File: src/rtl/demux_tdm_sequencer.sv
// Drives an 8-way demux with one latched word: every enabled channel gets a
// strobed slot of HOLD_CYCLES cycles on sel/din, visited in ascending order.
module demux_tdm_sequencer #(
   parameter int unsigned HOLD_CYCLES = 1
) (
   input  logic       clk,
   input  logic       rst_n,
   input  logic       in_valid,
   output logic       in_ready,
   input  logic [7:0] in_data,
   input  logic [7:0] in_mask,
   input  logic       flush,
   output logic [2:0] sel,
   output logic       din,
   output logic       strobe,
   output logic       busy,
   output logic       done
);

   typedef enum logic {
      IDLE = 1'b0,
      SCAN = 1'b1
   } state_t;

   localparam logic [3:0] HOLD_LAST = 4'(HOLD_CYCLES - 1);

   state_t     state_q, state_d;
   logic [7:0] data_q, data_d;
   logic [7:0] mask_q, mask_d;
   logic [2:0] ptr_q, ptr_d;
   logic [3:0] hold_cnt_q, hold_cnt_d;
   logic [2:0] sel_q, sel_d;
   logic       din_q, din_d;
   logic       strobe_q, strobe_d;
   logic       done_q, done_d;

   logic [2:0] first_idx;
   logic [3:0] next_hit;

   // Lowest set bit of m (0 when m is empty; callers check m first).
   function automatic logic [2:0] lowest_bit(input logic [7:0] m);
      logic [2:0] r;
      r = '0;
      for (int i = 7; i >= 0; i--) begin
         if (m[i]) r = 3'(i);
      end
      return r;
   endfunction

   // {found, index} of the lowest set bit of m strictly above p; never wraps.
   function automatic logic [3:0] next_above(input logic [7:0] m, input logic [2:0] p);
      logic [3:0] r;
      r = '0;
      for (int i = 7; i >= 0; i--) begin
         if (m[i] && (3'(i) > p)) r = {1'b1, 3'(i)};
      end
      return r;
   endfunction

   assign first_idx = lowest_bit(in_mask);
   assign next_hit  = next_above(mask_q, ptr_q);

   always_comb begin
      // NOTE: every target gets a default first, so no path leaves one unassigned and no latch is inferred.
      state_d    = state_q;
      data_d     = data_q;
      mask_d     = mask_q;
      ptr_d      = ptr_q;
      hold_cnt_d = hold_cnt_q;
      sel_d      = sel_q;
      din_d      = din_q;
      strobe_d   = strobe_q;
      done_d     = 1'b0;

      if (flush) begin
         state_d    = IDLE;
         strobe_d   = 1'b0;
         din_d      = 1'b0;
         hold_cnt_d = '0;
      end else begin
         case (state_q)
            IDLE: begin
               if (in_valid) begin
                  if (in_mask != 8'h00) begin
                     data_d     = in_data;
                     mask_d     = in_mask;
                     ptr_d      = first_idx;
                     hold_cnt_d = '0;
                     sel_d      = first_idx;
                     din_d      = in_data[first_idx];
                     strobe_d   = 1'b1;
                     state_d    = SCAN;
                  end else begin
                     done_d = 1'b1;
                  end
               end
            end
            SCAN: begin
               if (hold_cnt_q == HOLD_LAST) begin
                  hold_cnt_d = '0;
                  if (next_hit[3]) begin
                     ptr_d = next_hit[2:0];
                     sel_d = next_hit[2:0];
                     din_d = data_q[next_hit[2:0]];
                  end else begin
                     state_d  = IDLE;
                     strobe_d = 1'b0;
                     din_d    = 1'b0;
                     done_d   = 1'b1;
                  end
               end else begin
                  hold_cnt_d = hold_cnt_q + 4'd1;
               end
            end
            default: state_d = IDLE;
         endcase
      end
   end

   always_ff @(posedge clk or negedge rst_n) begin
      if (!rst_n) begin
         state_q    <= IDLE;
         data_q     <= '0;
         mask_q     <= '0;
         ptr_q      <= '0;
         hold_cnt_q <= '0;
         sel_q      <= '0;
         din_q      <= 1'b0;
         strobe_q   <= 1'b0;
         done_q     <= 1'b0;
      end else begin
         // NOTE: non-blocking updates so every flop samples the pre-edge value of every other flop.
         state_q    <= state_d;
         data_q     <= data_d;
         mask_q     <= mask_d;
         ptr_q      <= ptr_d;
         hold_cnt_q <= hold_cnt_d;
         sel_q      <= sel_d;
         din_q      <= din_d;
         strobe_q   <= strobe_d;
         done_q     <= done_d;
      end
   end

   assign in_ready = (state_q == IDLE);
   assign busy     = (state_q == SCAN);
   assign sel      = sel_q;
   assign din      = din_q;
   assign strobe   = strobe_q;
   assign done     = done_q;

endmodule
File: config.mk
export PLATFORM = sky130hd
export DESIGN_NAME = demux_tdm_sequencer
export DESIGN_NICKNAME = d
export VERILOG_FILES = /design/src/rtl/demux_tdm_sequencer.sv
export SDC_FILE = /design/constraint.sdc
export NUM_CORES = 1
export LEC_CHECK = 0
export CAP_MARGIN = 0
export CELL_PAD_IN_SITES_DETAIL_PLACEMENT = 1
export CELL_PAD_IN_SITES_GLOBAL_PLACEMENT = 2
export CORE_MARGIN = 5
export CORE_UTILIZATION = 25
export CTS_CLUSTER_SIZE = 24
export DETAILED_ROUTE_END_ITERATION = 8
export PLACE_DENSITY = 0.61
export RECOVER_POWER = 50
export SLEW_MARGIN = 10
export SYNTH_ARGS = -nofsm -noshare
export SYNTH_HDL_FRONTEND = slang
export SYNTH_SLANG_ARGS = --single-unit
File: constraint.sdc
create_clock -name clk -period 2.55 [get_ports clk]
set_input_delay 0.51 -clock clk [delete_from_list [all_inputs] [get_ports clk]]
set_output_delay 0.51 -clock clk [all_outputs]
set_load 0.05 [all_outputs]
==> results of run 1 <==
synthesized netlist by cell type, types with 3 or more instances:
cell       n
dfrtp_1   26
nor2_1    15
mux2_1    13
nand2_1   13
a21oi_1   12
inv_1     11
o21ai_0   11
nand2b_1   7
nand3_1    7
a211oi_1   5
buf_2      4
nand4_1    4
nor3_1     4
or3_1      4
a21bo_1    3
mux2i_1    3
nor4_1     3
o31ai_1    3
worst max-delay path by stage:
stage          startpoint      to  cells past startpoint
6_report           sel[2]  sel[2]                      1
3_5_place_dp   in_mask[6]     din                      8
2_1_floorplan      sel[1]  sel[0]                      7
3_3_place_gp   in_mask[6]     din                      8
5_1_grt        in_mask[4]  sel[1]                      8
4_1_cts            sel[2]  sel[2]                      1
final cells by class:
class,instances,area [um2],share of cell area [%]
multi-input cells,141,953.4,42.88
flip-flops and latches,26,650.6,29.26
repair buffers,44,402.9,18.12
well taps,80,100.1,4.502
inverters,12,45.04,2.026
clock buffers,3,41.29,1.857
clock inverters,1,30.03,1.351
cell families after synthesis:
family | count (synthesis) | synth area share [%]
and+or+nand+nor | 67 | 21.62
AOI/OAI and AO/OA | 55 | 22.14
DFF | 26 | 38.63
buffers and inverters | 19 | 4.755
muxes | 17 | 11.37
adders and majority gates | 2 | 1.486
routing by layer:
layer	global-route usage, %	vias up	wire length, um
met3	1.477	4	104
met1	18.25	748	2586
li1	-	774	-
met2	20.92	20	2469
met4	3.713	0	59
met5	0	-	0
power breakdown:
group | switching, mW | leakage, nW | internal [mW]
Clock | 0.140 | 0.0357 | 0.210
Sequential | 0.124 | 0.326 | 0.489
Combinational | 0.438 | 0.577 | 0.313
Total | 0.702 | 0.938 | 1.01
registers in the layout (all words and copies together), names as in the netlist:
register and count:
done 1, busy 1, data_q 8, mask_q 7, strobe 1, din 1
sel 3, hold_cnt_q 4
==> summary.md, run 1 <==
| Metric | Value |
|---|---|
| Status | completed |
| CP Capture Type | output pin |
| Netlist cell types | 48 |
| Critical path class | flop to output pin |
| Vias/cell | 5.036 |
| CTS Buf Count | 3 |
| Worst path max stage delay | 890 ps |
| Final Cycle Share | 90.79% |
| Worst-path clk slew | 100 ps |
| Area contributors post-synth | dfrtp_1 39%, mux2_1 8.7%, a21oi_1 3.6%, nor2_1 3.3%, o21ai_0 3.3% |
| Initial antenna violation count | 0 |
| Seq cells post-synth | 26 |
| Worst hold stages | 1 |
| RSZ-0062 raised after global routing | false |
| Avg Inst Size Synth | 9.054 um2 |
| Drt pass-1 iters | 6 |
| Startpoint types | flop |
| Max VDD drop | 0.0002985 V |
| Largest net degree at the start of global routing | 27 |
| DP Area | 0.002160 mm2 |
| Hold Path Sink | data_q[6] |
| CTS Root Cell | clkbuf_8 |
| Initial core utilization | 25.21% |
| Pwr/cell area | 771.4 mW/mm2 |
| Layout area overhead | 32.02% |
| R2r setup slk | 330 ps |
| EDFF count, synth | 0 |
| Max-slew headroom | 0.4173% |
| CP bufs+invs | 1 |
| Post-DRT Antenna Nets | 0 |
| Vias in the first global route | 1632 |
| R2R cell count | 6 |
| Core area | 0.006681 mm2 |
| Sequential area share after synthesis | 38.63% |
| Average wire per standard cell | 17.00 um |
| Max Fclk | 431.9 MHz |
| Post-layout worst setup margin | 234.7 ps |
| Crit-path cells | clkdlybuf4s50_1 |
| Ys Warns | 0 |
| R2r endpoint | din |
| H-tree levels | 1 |
| GRT Overall Usage | 12.99% |
| Port bufs | 27 |
| Residual DRC | 0 |
| Slew Limit Fails | 0 |
| Mapped Area | 0.001684 mm2 |
| Skew final | 8.977 ps |
| Delay-heaviest family, CP | buffers and inverters |
| Initial DRC Count | 98 |
| Fin. Hold Viols | 0 |
| Hold Path Class | flop to flop |
| Worst-case clock buffer depth | 2 |
| Final Cell Area | 0.002223 mm2 |
| First-pass GRT wire length | 8.749 mm |
| I/O pin total | 28 |
| Least-Margin Pin Slew | 1494 ps |
| Die H | 92.08 um |
| Worst Hold Margin | 511.6 ps |
| # resized after CTS | 0 |
| Total routed wirelength | 5.220 mm |
| Hold_sp | data_q[6] |
| Placed Cells | 303 |
| Die X | 92.08 um |
| Fillers | 799 |
| # Max-Cap Violations | 0 |
| Post-CTS Setup Inserts | 0 |
| Fin cells | 307 |
| Total power | 1.715 mW |
| Top_reg_cell synth | dfrtp_1 |
| Post-layout min period | 2315 ps |
| Detail Placement HPWL | 4.215 mm |
| Setup tns final | 0 ps |
| R2r startpoint | sel[1] |
| Worst Path Required | 2040 ps |
| Final Setup Violations | 0 |
| Post-Syn Instances | 186 |
| Syn nets | 208 |
| Die area | 0.008478 mm2 |
| Pre-CTS setup slack | -71.69 ps |
| Yosys top cell area share | 38.63% |
| Most common cell after layout, fill and taps aside | dfrtp_1 |
| Diode count | 0 |
| GP Congestion | 0.8280 |
| Crit-path max FO | 13 |
| Grt total ovfl | 0 |
| FP Rows | 30 |
| CTS sink cnt | 26 |
| Final core occ | 33.28% |
| Synth async-reset ratio | 100.0% |
| Post-CTS Hold Fix Bufs | 0 |
| Synth area leader | dfrtp_1 |
| Crit-path slowest cell | clkdlybuf4s50_1 |
| WP data arrival | 1810 ps |
| Layout cell share with drive strength beyond 1 | 10.13% |
| Nets@finish | 250 |
| Static leakage | 0.9383 nW |
| Worst-Skew Late Latency | 280 ps |
| Most frequent cells in the layout | 26 x dfrtp_1, 24 x clkdlybuf4s50_1, 15 x nor2_1 |
| TritonCTS clock tree | done |
| Via Count | 1546 |
Power figures use the tool's default switching activity.
==> inputs of run 2 (changes only) <==
--- a/config.mk
+++ b/config.mk
@@ -12,8 +12,9 @@
 export CORE_UTILIZATION = 25
 export CTS_CLUSTER_SIZE = 24
 export DETAILED_ROUTE_END_ITERATION = 8
-export PLACE_DENSITY = 0.61
-export RECOVER_POWER = 50
+export DONT_BUFFER_PORTS = 1
+export PLACE_DENSITY = 0.52
+export RECOVER_POWER = 25
 export SLEW_MARGIN = 10
 export SYNTH_ARGS = -nofsm -noshare
 export SYNTH_HDL_FRONTEND = slang
==> summary.md, run 2 (synthesized netlist as in run 1, its figures left out) <==
| Metric | Value |
|---|---|
| Status | finished, violations left |
| Failing checks | capacitance limit, slew limit |
| Layout cell share with drive strength beyond 1 | 8.333% |
| Post-layout min period | 2197 ps |
| Via Count | 1465 |
| Regs by FF count | data_q (8), mask_q (7), hold_cnt_q (4) |
| Crit-path cells | or3b_1 -> and4_1 -> nand3_1 -> a31oi_1 -> nor2_2 -> mux2_1 |
| Port bufs | 0 |
| R2r startpoint | sel[1] |
| Worst-path clk slew | 110 ps |
| Post-layout worst setup margin | 352.9 ps |
| Grt total ovfl | 0 |
| TritonCTS clock tree | done |
| Die X | 92.08 um |
| Vias/cell | 5.386 |
| Max VDD drop | 0.0002329 V |
| CP Capture Type | flop |
| Critical path class | flop to flop |
| Worst-Skew Late Latency | 290 ps |
| Worst-case clock buffer depth | 2 |
| Hold Path Class | primary input to flop |
| Max-slew headroom | -0.8381% |
| Worst Hold Margin | 267.6 ps |
| Detail Placement HPWL | 4.126 mm |
| Die H | 92.08 um |
| GP Congestion | 0.8242 |
| Fillers | 788 |
| CTS Buf Count | 3 |
| R2R cell count | 6 |
| First-pass GRT wire length | 8.576 mm |
| Pwr/cell area | 837.6 mW/mm2 |
| GRT Overall Usage | 12.85% |
| Largest net degree at the start of global routing | 27 |
| Hold Path Sink | strobe |
| CTS sink cnt | 26 |
| R2r setup slk | 350 ps |
| Fin. Hold Viols | 0 |
| WP data arrival | 2370 ps |
| Initial DRC Count | 31 |
| I/O pin total | 28 |
| Vias in the first global route | 1595 |
| Crit-path slowest cell | dfrtp_1 |
| Least-Margin Pin Slew | 1513 ps |
| Drt pass-1 iters | 4 |
| Layout area overhead | 10.92% |
| CTS Root Cell | clkbuf_8 |
| Pre-CTS setup slack | 358.5 ps |
| Post-CTS Setup Inserts | 0 |
| Diode count | 0 |
| Post-DRT Antenna Nets | 0 |
| Flip-flop count of the largest register after layout | 8 |
| Static leakage | 0.7849 nW |
| FP Rows | 30 |
| RSZ-0062 raised after global routing | false |
| # Max-Cap Violations | 1 |
| Worst path max stage delay | 530 ps |
| Most frequent cells in the layout | 26 x dfrtp_1, 15 x nor2_1, 13 x nand2_1, 13 x mux2_1, 12 x a21oi_1 |
| # resized after CTS | 0 |
| Largest register by flop count | data_q |
| Average wire per standard cell | 19.21 um |
| R2r endpoint | sel[1] |
| Post-CTS Hold Fix Bufs | 1 |
| Die area | 0.008478 mm2 |
| Hold_sp | flush |
| Crit-path max FO | 11 |
| Initial antenna violation count | 0 |
| Skew final | 10.93 ps |
| Worst Path Required | 2720 ps |
| Max Fclk | 455.1 MHz |
| Nets@finish | 215 |
| Total routed wirelength | 5.224 mm |
| Final Cycle Share | 86.16% |
| Startpoint types | flop |
| Residual DRC | 0 |
| Slew Limit Fails | 27 |
| Initial core utilization | 25.21% |
| H-tree levels | 1 |
| Core area | 0.006681 mm2 |
| Most common cell after layout, fill and taps aside | dfrtp_1 |
| Worst hold stages | 1 |
| Final core occ | 27.96% |
| Setup tns final | 0 ps |
| Final Setup Violations | 0 |
run 2: worst max path at each step:
stage | start | endpoint | slack, ps | depth (start not counted)
3_3_place_gp | sel[1] | sel[1] | 400 | 6
4_1_cts | sel[1] | sel[1] | 340 | 6
3_5_place_dp | sel[1] | sel[1] | 360 | 6
2_1_floorplan | sel[1] | sel[0] | 440 | 7
5_1_grt | hold_cnt_q[1] | din | 120 | 8
6_report | sel[1] | sel[1] | 350 | 6
run 2: layout make-up:
| cell class | instances | area (um2) | share of cell area (%) |
|---|---|---|---|
| multi-input combinational | 141 | 953.4 | 51.04 |
| timing repair buffer | 9 | 63.81 | 3.416 |
| clock buffer | 4 | 55.05 | 2.947 |
| tap | 80 | 100.1 | 5.358 |
| sequential | 26 | 650.6 | 34.83 |
| inverter | 12 | 45.04 | 2.411 |
run 2: where the power goes:
part	total (mW)	leakage [nW]	internal, mW	switching, mW
logic	0.635	0.430	0.249	0.386
registers	0.638	0.326	0.489	0.149
clock network	0.293	0.0288	0.139	0.154
run 2: routing by layer:
layer / vias to the layer above / share of wire, % / GRT usage, % / wire, um
li1: 701 / - / - / -
met1: 742 / 45 / 16.55 / 2344
met2: 18 / 51 / 21.96 / 2669
met3: 4 / 3.0 / 2.461 / 158
met4: 0 / 0.98 / 3.342 / 51
met5: - / 0 / 0 / 0
run 2: stage by stage:
step	power [mW]	cells	cell area, um2
CTS	1.585	272	1884
floorplan	1.106	186	1684
global route	1.657	272	1868
finish	1.565	272	1868
global placement	1.269	267	1809
detailed placement	1.276	267	1809
run 2: critical path: cells and delay by family, from the launching register on:
kind               cells  cell delay (ps)
and+or+nand+nor        4             1090
DFF                    1              530
muxes                  1              340
AOI/OAI and AO/OA      1              130
